`config.mk`:
```
export PLATFORM = sky130hd
export DESIGN_NAME = spi_slave
export DESIGN_NICKNAME = d
export VERILOG_FILES = /design/src/rtl/spi_pkg.sv /design/src/rtl/spi_edge_sync.sv /design/src/rtl/spi_slave.sv
export SDC_FILE = /design/constraint.sdc
export NUM_CORES = 1
export LEC_CHECK = 0
export CAP_MARGIN = 20
export CORE_ASPECT_RATIO = 0.75
export CORE_MARGIN = 4
export CORE_UTILIZATION = 48
export CTS_CLUSTER_DIAMETER = 200
export CTS_CLUSTER_SIZE = 16
export DETAILED_ROUTE_END_ITERATION = 6
export GPL_TIMING_DRIVEN = 0
export PLACE_DENSITY_LB_ADDON = 0.08
export SKIP_LAST_GASP = 1
export SYNTH_ARGS = -nofsm -noshare
export SYNTH_HDL_FRONTEND = slang
export SYNTH_SLANG_ARGS = --single-unit
```
`constraint.sdc`:
```
create_clock -name sys_clk -period 1.4 [get_ports sys_clk]
set_input_delay 0.21 -clock sys_clk [delete_from_list [all_inputs] [get_ports sys_clk]]
set_output_delay 0.21 -clock sys_clk [all_outputs]
set_load 0.1 [all_outputs]
```
`src/rtl/spi_pkg.sv`:
```
// Shared definitions for the SPI slave: FSM state encoding, default word
// width and the fixed SPI mode (mode 0: CPOL=0, CPHA=0).
package spi_pkg;

  typedef enum logic [1:0] {
    IDLE  = 2'd0,
    SHIFT = 2'd1,
    DONE  = 2'd2
  } spi_state_t;

  localparam int   SPI_DATA_W = 8;
  localparam logic SPI_CPOL   = 1'b0;
  localparam logic SPI_CPHA   = 1'b0;

  // Synchronisers shorter than this are not metastability-safe.
  localparam int SPI_SYNC_MIN = 2;

endpackage

```
`src/rtl/spi_edge_sync.sv`:
```
// Multi-flop synchroniser for one asynchronous input, plus single-cycle
// rise/fall pulses derived from the synchronised level and a delayed copy.
module spi_edge_sync #(
  parameter int   SYNC_STAGES = 2,
  parameter logic RESET_VAL   = 1'b0
) (
  input  logic sys_clk,
  input  logic reset,
  input  logic din,
  output logic level,
  output logic rise,
  output logic fall
);

  logic [SYNC_STAGES-1:0] sync_reg;
  logic                   delay_reg;

  // Shift the raw input through the synchroniser chain and keep a one-cycle-old copy.
  always_ff @(posedge sys_clk) begin
    if (reset) begin
      sync_reg  <= {SYNC_STAGES{RESET_VAL}};
      delay_reg <= RESET_VAL;
    end else begin
      sync_reg  <= {sync_reg[SYNC_STAGES-2:0], din};
      delay_reg <= sync_reg[SYNC_STAGES-1];
    end
  end

  assign level = sync_reg[SYNC_STAGES-1];
  assign rise  = level & ~delay_reg;
  assign fall  = ~level & delay_reg;

endmodule

```
`src/rtl/spi_slave.sv`:
```
// SPI mode-0 slave running on sys_clk and oversampling sclk.
// Deserialises mosi into rx_data and serialises a buffered tx word onto miso.
// Optional feature macro: SPI_SLAVE_UNDERRUN_EN adds the tx_underrun pulse output.
module spi_slave
  import spi_pkg::*;
#(
  parameter int DATA_W      = SPI_DATA_W,
  parameter bit LSB_FIRST   = 1'b1,
  parameter int SYNC_STAGES = 2
) (
  input  logic              sys_clk,
  input  logic              reset,
  input  logic              sclk,
  input  logic              cs_n,
  input  logic              mosi,
  output logic              miso,
  input  logic [DATA_W-1:0] tx_data,
  input  logic              tx_valid,
  output logic              tx_ready,
  output logic [DATA_W-1:0] rx_data,
  output logic              rx_valid,
`ifdef SPI_SLAVE_UNDERRUN_EN
  output logic              tx_underrun,
`endif
  output logic              busy
);

  localparam int CNT_W  = $clog2(DATA_W + 1);
  localparam int SYNC_N = (SYNC_STAGES < SPI_SYNC_MIN) ? SPI_SYNC_MIN : SYNC_STAGES;

  spi_state_t        state_reg, state_next;
  logic [CNT_W-1:0]  bit_cnt_reg, bit_cnt_next;
  logic [DATA_W-1:0] rx_shift_reg, rx_shift_next;
  logic [DATA_W-1:0] tx_shift_reg, tx_shift_next;
  logic [DATA_W-1:0] rx_data_reg, rx_data_next;
  logic              rx_valid_reg, rx_valid_next;
  logic [DATA_W-1:0] tx_buf_reg, tx_buf_next;
  logic              tx_full_reg, tx_full_next;
`ifdef SPI_SLAVE_UNDERRUN_EN
  logic              underrun_reg, underrun_next;
`endif

  logic sclk_level, sclk_rise, sclk_fall;
  logic cs_n_sync, cs_n_rise, cs_n_fall;
  logic mosi_sync, mosi_rise, mosi_fall;
  logic sample_pulse, shift_pulse;
  logic start_word;
  logic tx_load;
  logic unused_edges;

  logic [DATA_W-1:0] rx_word;       // rx_shift_reg reordered into word bit positions
  logic [DATA_W-1:0] tx_wire_word;  // tx buffer reordered so bit 0 goes out first

  spi_edge_sync #(.SYNC_STAGES(SYNC_N), .RESET_VAL(SPI_CPOL)) u_sync_sclk (
    .sys_clk (sys_clk),
    .reset   (reset),
    .din     (sclk),
    .level   (sclk_level),
    .rise    (sclk_rise),
    .fall    (sclk_fall)
  );

  spi_edge_sync #(.SYNC_STAGES(SYNC_N), .RESET_VAL(1'b1)) u_sync_cs_n (
    .sys_clk (sys_clk),
    .reset   (reset),
    .din     (cs_n),
    .level   (cs_n_sync),
    .rise    (cs_n_rise),
    .fall    (cs_n_fall)
  );

  spi_edge_sync #(.SYNC_STAGES(SYNC_N), .RESET_VAL(1'b0)) u_sync_mosi (
    .sys_clk (sys_clk),
    .reset   (reset),
    .din     (mosi),
    .level   (mosi_sync),
    .rise    (mosi_rise),
    .fall    (mosi_fall)
  );

  // Only sclk edges matter; cs_n and mosi are used as levels.
  assign unused_edges = ^{sclk_level, cs_n_rise, cs_n_fall, mosi_rise, mosi_fall};

  // Capture edge vs. launch edge follow from the SPI mode constants.
  assign sample_pulse = (SPI_CPOL == SPI_CPHA) ? sclk_rise : sclk_fall;
  assign shift_pulse  = (SPI_CPOL == SPI_CPHA) ? sclk_fall : sclk_rise;

  // Shift registers always run LSB-first; MSB-first is a pure bit reversal.
  generate
    for (genvar gi = 0; gi < DATA_W; gi++) begin : g_order
      if (LSB_FIRST) begin : g_lsb
        assign rx_word[gi]      = rx_shift_reg[gi];
        assign tx_wire_word[gi] = tx_buf_reg[gi];
      end else begin : g_msb
        assign rx_word[gi]      = rx_shift_reg[DATA_W-1-gi];
        assign tx_wire_word[gi] = tx_buf_reg[DATA_W-1-gi];
      end
    end
  endgenerate

  assign tx_load = tx_valid && !tx_full_reg;

  // FSM state register.
  always_ff @(posedge sys_clk) begin
    if (reset) begin
      state_reg <= IDLE;
    end else begin
      state_reg <= state_next;
    end
  end

  // Next-state and datapath updates: word start, bit shifting, completion, abort, tx buffer.
  always_comb begin
    state_next    = state_reg;
    bit_cnt_next  = bit_cnt_reg;
    rx_shift_next = rx_shift_reg;
    tx_shift_next = tx_shift_reg;
    rx_data_next  = rx_data_reg;
    rx_valid_next = 1'b0;
    tx_buf_next   = tx_buf_reg;
    tx_full_next  = tx_full_reg;
    start_word    = 1'b0;
`ifdef SPI_SLAVE_UNDERRUN_EN
    underrun_next = 1'b0;
`endif

    case (state_reg)
      IDLE: begin
        if (!cs_n_sync) begin
          start_word = 1'b1;
        end
      end
      SHIFT: begin
        if (cs_n_sync) begin
          // Deselected mid-word: drop the partial word.
          state_next   = IDLE;
          bit_cnt_next = '0;
        end else if (sample_pulse) begin
          rx_shift_next = {mosi_sync, rx_shift_reg[DATA_W-1:1]};
          bit_cnt_next  = bit_cnt_reg + CNT_W'(1);
          if (bit_cnt_reg == CNT_W'(DATA_W - 1)) begin
            state_next = DONE;
          end
        end else if (shift_pulse && (bit_cnt_reg != '0)) begin
          // The trailing edge left over from the previous word (bit_cnt==0) must
          // not advance the freshly loaded first bit.
          tx_shift_next = {1'b0, tx_shift_reg[DATA_W-1:1]};
        end
      end
      DONE: begin
        rx_data_next  = rx_word;
        rx_valid_next = 1'b1;
        if (!cs_n_sync) begin
          start_word = 1'b1;
        end else begin
          state_next   = IDLE;
          bit_cnt_next = '0;
        end
      end
      default: begin
        state_next   = IDLE;
        bit_cnt_next = '0;
      end
    endcase

    if (start_word) begin
      state_next    = SHIFT;
      bit_cnt_next  = '0;
      tx_shift_next = tx_full_reg ? tx_wire_word : '0;
      tx_full_next  = 1'b0;
`ifdef SPI_SLAVE_UNDERRUN_EN
      underrun_next = !tx_full_reg;
`endif
    end

    // A load can only happen into an empty buffer, so a same-cycle consume
    // has already taken the old (zero) word and the new one stays buffered.
    if (tx_load) begin
      tx_buf_next  = tx_data;
      tx_full_next = 1'b1;
    end
  end

  // Datapath registers.
  always_ff @(posedge sys_clk) begin
    if (reset) begin
      bit_cnt_reg  <= '0;
      rx_shift_reg <= '0;
      tx_shift_reg <= '0;
      rx_data_reg  <= '0;
      rx_valid_reg <= 1'b0;
      tx_buf_reg   <= '0;
      tx_full_reg  <= 1'b0;
    end else begin
      bit_cnt_reg  <= bit_cnt_next;
      rx_shift_reg <= rx_shift_next;
      tx_shift_reg <= tx_shift_next;
      rx_data_reg  <= rx_data_next;
      rx_valid_reg <= rx_valid_next;
      tx_buf_reg   <= tx_buf_next;
      tx_full_reg  <= tx_full_next;
    end
  end

`ifdef SPI_SLAVE_UNDERRUN_EN
  // Underrun pulse register.
  always_ff @(posedge sys_clk) begin
    if (reset) begin
      underrun_reg <= 1'b0;
    end else begin
      underrun_reg <= underrun_next;
    end
  end

  assign tx_underrun = underrun_reg;
`endif

  assign miso     = (state_reg != IDLE) ? tx_shift_reg[0] : 1'b0;
  assign tx_ready = !tx_full_reg;
  assign rx_data  = rx_data_reg;
  assign rx_valid = rx_valid_reg;
  assign busy     = (state_reg != IDLE);

endmodule

```
# After elaboration in Yosys (flattened, before gate mapping)
# Index checks and enable logic that the tools add are counted.
# classes
add_sub_neg,1
eq_ne,12
n_mux,22
bitwise,6
n_reduce_logical,16
# op_table
op,n
$mux 8,6
$mux 4,3
$pmux 4 s3,1
$reduce_and 4->1,3
$ne 3x2->1 const B,3
$mux 2,4
$ne 4x3->1 const B,2
$reduce_bool 2->1,4
$mux 1,7
$pmux 2 s3,1
$reduce_and 3->1,2
$add 4x1->4 const B,1
$eq 4x3->1 const B,1
$ne 2x1->1 const B,2
$ne 2x2->1 const B,2
$not 1->1,4
$reduce_bool 4->1,1
$reduce_or 2->1,2
$and 1x1->1,2
$eq 2x1->1 const B,1
$eq 2x2->1 const B,1
$logic_and 1x1->1,2
$logic_not 2->1,1
$logic_not 1->1,1
# word_totals
ff_bits,47
output_inout_bits,12
word_cells,70

# Longest topological paths before layout
# depth
word_depth,8
ltp_mapped,6
ltp_nobuf,6

# Hierarchy
# From an unflattened synthesis, not the netlist that was laid out.
# unflattened
hier_cells,215
hier_area_um2,2039.5
# by_module_without_submodules
mod,n_inst,cells_per_inst,area_per_inst_um2,seq_area_each_um2
spi_slave,1,191,1764.2,800.8
spi_edge_sync (u_sync_mosi ...),2,8,91.3,60.1
spi_edge_sync (u_sync_cs_n),1,8,92.6,60.1

# Worst setup path after synthesis
# No wires, ideal clock.
# synth_timing
path_kind,reg2out
startpoint,reg state_reg[0]
endpoint,out miso
arrival_ns,1.805
slack_ns,-0.615
stages_incl_launch_ff,4
n_path_buf,1
path_cell_list,dfxtp_1 buf_2 or2_2 and2_1
# synth_via
elab_chain_cells,2
# synth_rtl
item,line,text
from (decl),spi_slave.sv:31,"spi_state_t state_reg, state_next;"
from (signal assigned),spi_slave.sv:108,state_reg <= state_next;
$reduce_bool 2->1,--,
named net busy,spi_slave.sv:25,output logic busy
$mux 1,spi_slave.sv:218,assign miso = (state_reg != IDLE) ? tx_shift_reg[0] : 1'b0;
to (decl),spi_slave.sv:16,"output logic miso,"
# The timed path passes the listed nets, and every way through them passes these cells.

# Final worst setup path
# layout_timing
startpoint,reg bit_cnt_reg[0]
endpoint,reg tx_shift_reg[5]
# layout_via
elab_chain_cells,4
# layout_rtl
item,line,text
from (decl),spi_slave.sv:32,"logic [CNT_W-1:0] bit_cnt_reg, bit_cnt_next;"
from (signal assigned),spi_slave.sv:195,bit_cnt_reg <= bit_cnt_next;
$reduce_bool 4->1,spi_slave.sv:144,end else if (shift_pulse && (bit_cnt_reg != '0)) begin
$logic_and 1x1->1,spi_slave.sv:144,
$reduce_bool 2->1 (no line),--,
$reduce_and 4->1 (no line),--,
to (signal assigned),spi_slave.sv:197,tx_shift_reg <= tx_shift_next;
to (decl),spi_slave.sv:34,"logic [DATA_W-1:0] tx_shift_reg, tx_shift_next;"
# No other way between the ends.
# A chain may end at the register's enable or synchronous reset.

==> impl_metrics.ini <==
[run_status]
status = finished with violations
violations = setup timing

[cts]
clkLatencyLatePin_ps = 310
clockBufferDepth = 2
htreeDepth = 2
holdBufCountCts = 0
path_clk_slew_ps = 90
tritoncts = done
root_buffer = clkbuf_8
numClockSinks = 47
cts_made_buffers = 5

[floorplanning]
start_util_pct = 50.3
coreArea_sq_um = 3710
fp.dieArea_sq_um = 4960
die_x_um = 80.0
row_count = 19
die_h_um = 62.0
io_pins = 26

[synth]
synthSimpleGateAreaFrac_pct = 24.3
syn_nets = 221
synth_edf_count = 0
yosysSeqAreaShare_pct = 50.4
yosysTopAreaCell = dfxtp_1
mappedNetlistArea_sq_um = 1870
ys_ff_latch = 47
ys_warn_count = 0
synth_top_area_share_pct = 50.4
synth_top_family_by_area = simple AND/OR/NAND/NOR gates
ys_types = 37
syn_inst = 205
synth.top_cells.by_area = dfxtp_1 (50%), nand2_1 (6.6%), a21oi_1 (6.4%), mux2i_1 (4.8%), nor2_1 (3.6%)
synth_ff_type = dfxtp_1
synthMuxAreaShare_pct = 5.43
async_reset_ff_share_pct = 0
syn_area_per_cell_sq_um = 9.10
synth_compound_area_share_pct = 13.3
synthAdderAreaFrac_pct = 1.34
synth-xor-area-share_pct = 1.41

[grt]
grt_pass1_wl_um = 6340
antenna_found_initial = 0
grt_start_max_net_pins = 17
globalRouteOverflowTotal = 0
grt_pass1_vias = 1429
grt_usage_pct = 16.9

[power]
leakagePower_nw = 1.02
p_total_mw = 2.65
max-vdd-ir-drop_v = 0.000793
p_per_area_nw_per_um2 = 1070

[cells_and_area]
finalNonFillerCells = 298
drive_gt1_share_pct = 28.5
fin_util_pct = 66.7
nets = 261
area_growth_pct = 32.7
filler_cell_count = 294
final_cell_mix = dfxtp_1 (42), nand2_1 (32), a21oi_1 (22)
antenna_cells = 0
design_area_sq_um = 2470
final_common_cell = dfxtp_1

[placed_design]
dp_slack_ps = -761
port_buffers = 25
place_congestion = 0.783
dp_cells = 282
hpwl_um = 2640
postPlaceCellArea_sq_um = 2210

[setup_path]
cp_max_fo = 6
endpoint_kind = register
crit_required_ps = 1580
cp.arrival_ps = 1750
worst_setup_path_start_kind = register
path_class = register to register

[timing]
setup_slack_ps = -163
setup_viol = 9
maxSlewViolCount = 0
relSlewSlack_pct = 66.8
hold_viol = 0
period_needed_ps = 1560
clock_skew_ps = 4.69
setup-tns-final_ps = -995
fmax_mhz = 640
rsz0062_at_grt = yes
whs_ps = 416
worst_pin_slew_ps = 498
fin_crit_sh_pct = 112

[detailed_routing]
wire_per_inst_um = 13.9
dr.pass1.iters = 4
ant_nets = 0
vias_per_cell = 5.20
vias = 1549
drt_iter0_drc = 71
drcViolationCount = 0
drt_wl_total_um = 4150

[run]
maxCapViolCount = 0

[worst_hold_path]
hold_class = register to register
==> layer usage <==
metal / vias up / GRT usage [%] / wire length, um
li1: 772 / - / -
met1: 732 / 20.5 / 1810
met2: 33 / 28.3 / 2060
met3: 12 / 4.47 / 184
met4: 0 / 8.67 / 103
met5: - / 0 / 0
==> synth_stat cells, types with 4 or more instances <==
cell / number
dfxtp_1: 47
a211oi_1: 4
nor2b_1: 9
or2_2: 4
mux2i_1: 9
inv_1: 5
nand2b_1: 4
nor2_1: 18
clkbuf_1: 6
nand3_1: 6
a21oi_1: 24
nand2_1: 33
==> where the power goes <==
group | internal, mW | switching, mW | leakage (nW)
logic | 0.109 | 0.129 | 0.573
clock network | 0.541 | 0.481 | 0.0587
registers | 1.37 | 0.0200 | 0.384
total | 2.02 | 0.630 | 1.02
==> cell type report <==
| cell class | count | area [sq um] | area share (%) |
|---|---|---|---|
| Clock buffer | 5 | 68.8 | 2.78 |
| Buffer | 10 | 68.8 | 2.78 |
| Multi-Input combinational cell | 142 | 938 | 37.9 |
| Sequential cell | 47 | 950 | 38.4 |
| Timing Repair Buffer | 34 | 314 | 12.7 |
| Tap cell | 52 | 65.1 | 2.63 |
| Inverter | 5 | 22.5 | 0.910 |
| Clock inverter | 3 | 47.5 | 1.92 |
==> what timing repair did <==
action	CTS	global route
setup buffers	7	2
pin swaps	3	9
setup endpoints to repair	39	26
endpoints found under the hold margin	0	0
resized for setup	83	18
==> logic make-up after synthesis <==
family | Yosys count
DFF | 47
muxes | 10
buffers and inverters | 16
AOI/OAI and AO/OA | 37
and+or+nand+nor | 90
adders and majority gates | 2
xor gates and xnor gates | 3
==> worst paths after layout <==
check	startpoint	endpoint	slack, ps	cells past startpoint
setup / recovery	bit_cnt_reg[0]$_SDFFE_PP0P_	tx_shift_reg[5]$_SDFFE_PP0P_	-160	6
hold / removal	u_sync_cs_n.sync_reg[0]$_SDFF_PP1_	u_sync_cs_n.sync_reg[1]$_SDFF_PP1_	420	1
setup reg to reg	bit_cnt_reg[0]$_SDFFE_PP0P_	tx_shift_reg[5]$_SDFFE_PP0P_	-160	6
hold reg to reg	u_sync_cs_n.sync_reg[0]$_SDFF_PP1_	u_sync_cs_n.sync_reg[1]$_SDFF_PP1_	420	1
==> critical path: stages, from the launching register on <==
cell	delay [ps]
dfxtp_2	330
inv_2	80
ha_4	120
or3b_4	410
a31oi_4	270
nor2b_1	160
nor3_1	50
Note: power is estimated with default switching activity, not from simulation.
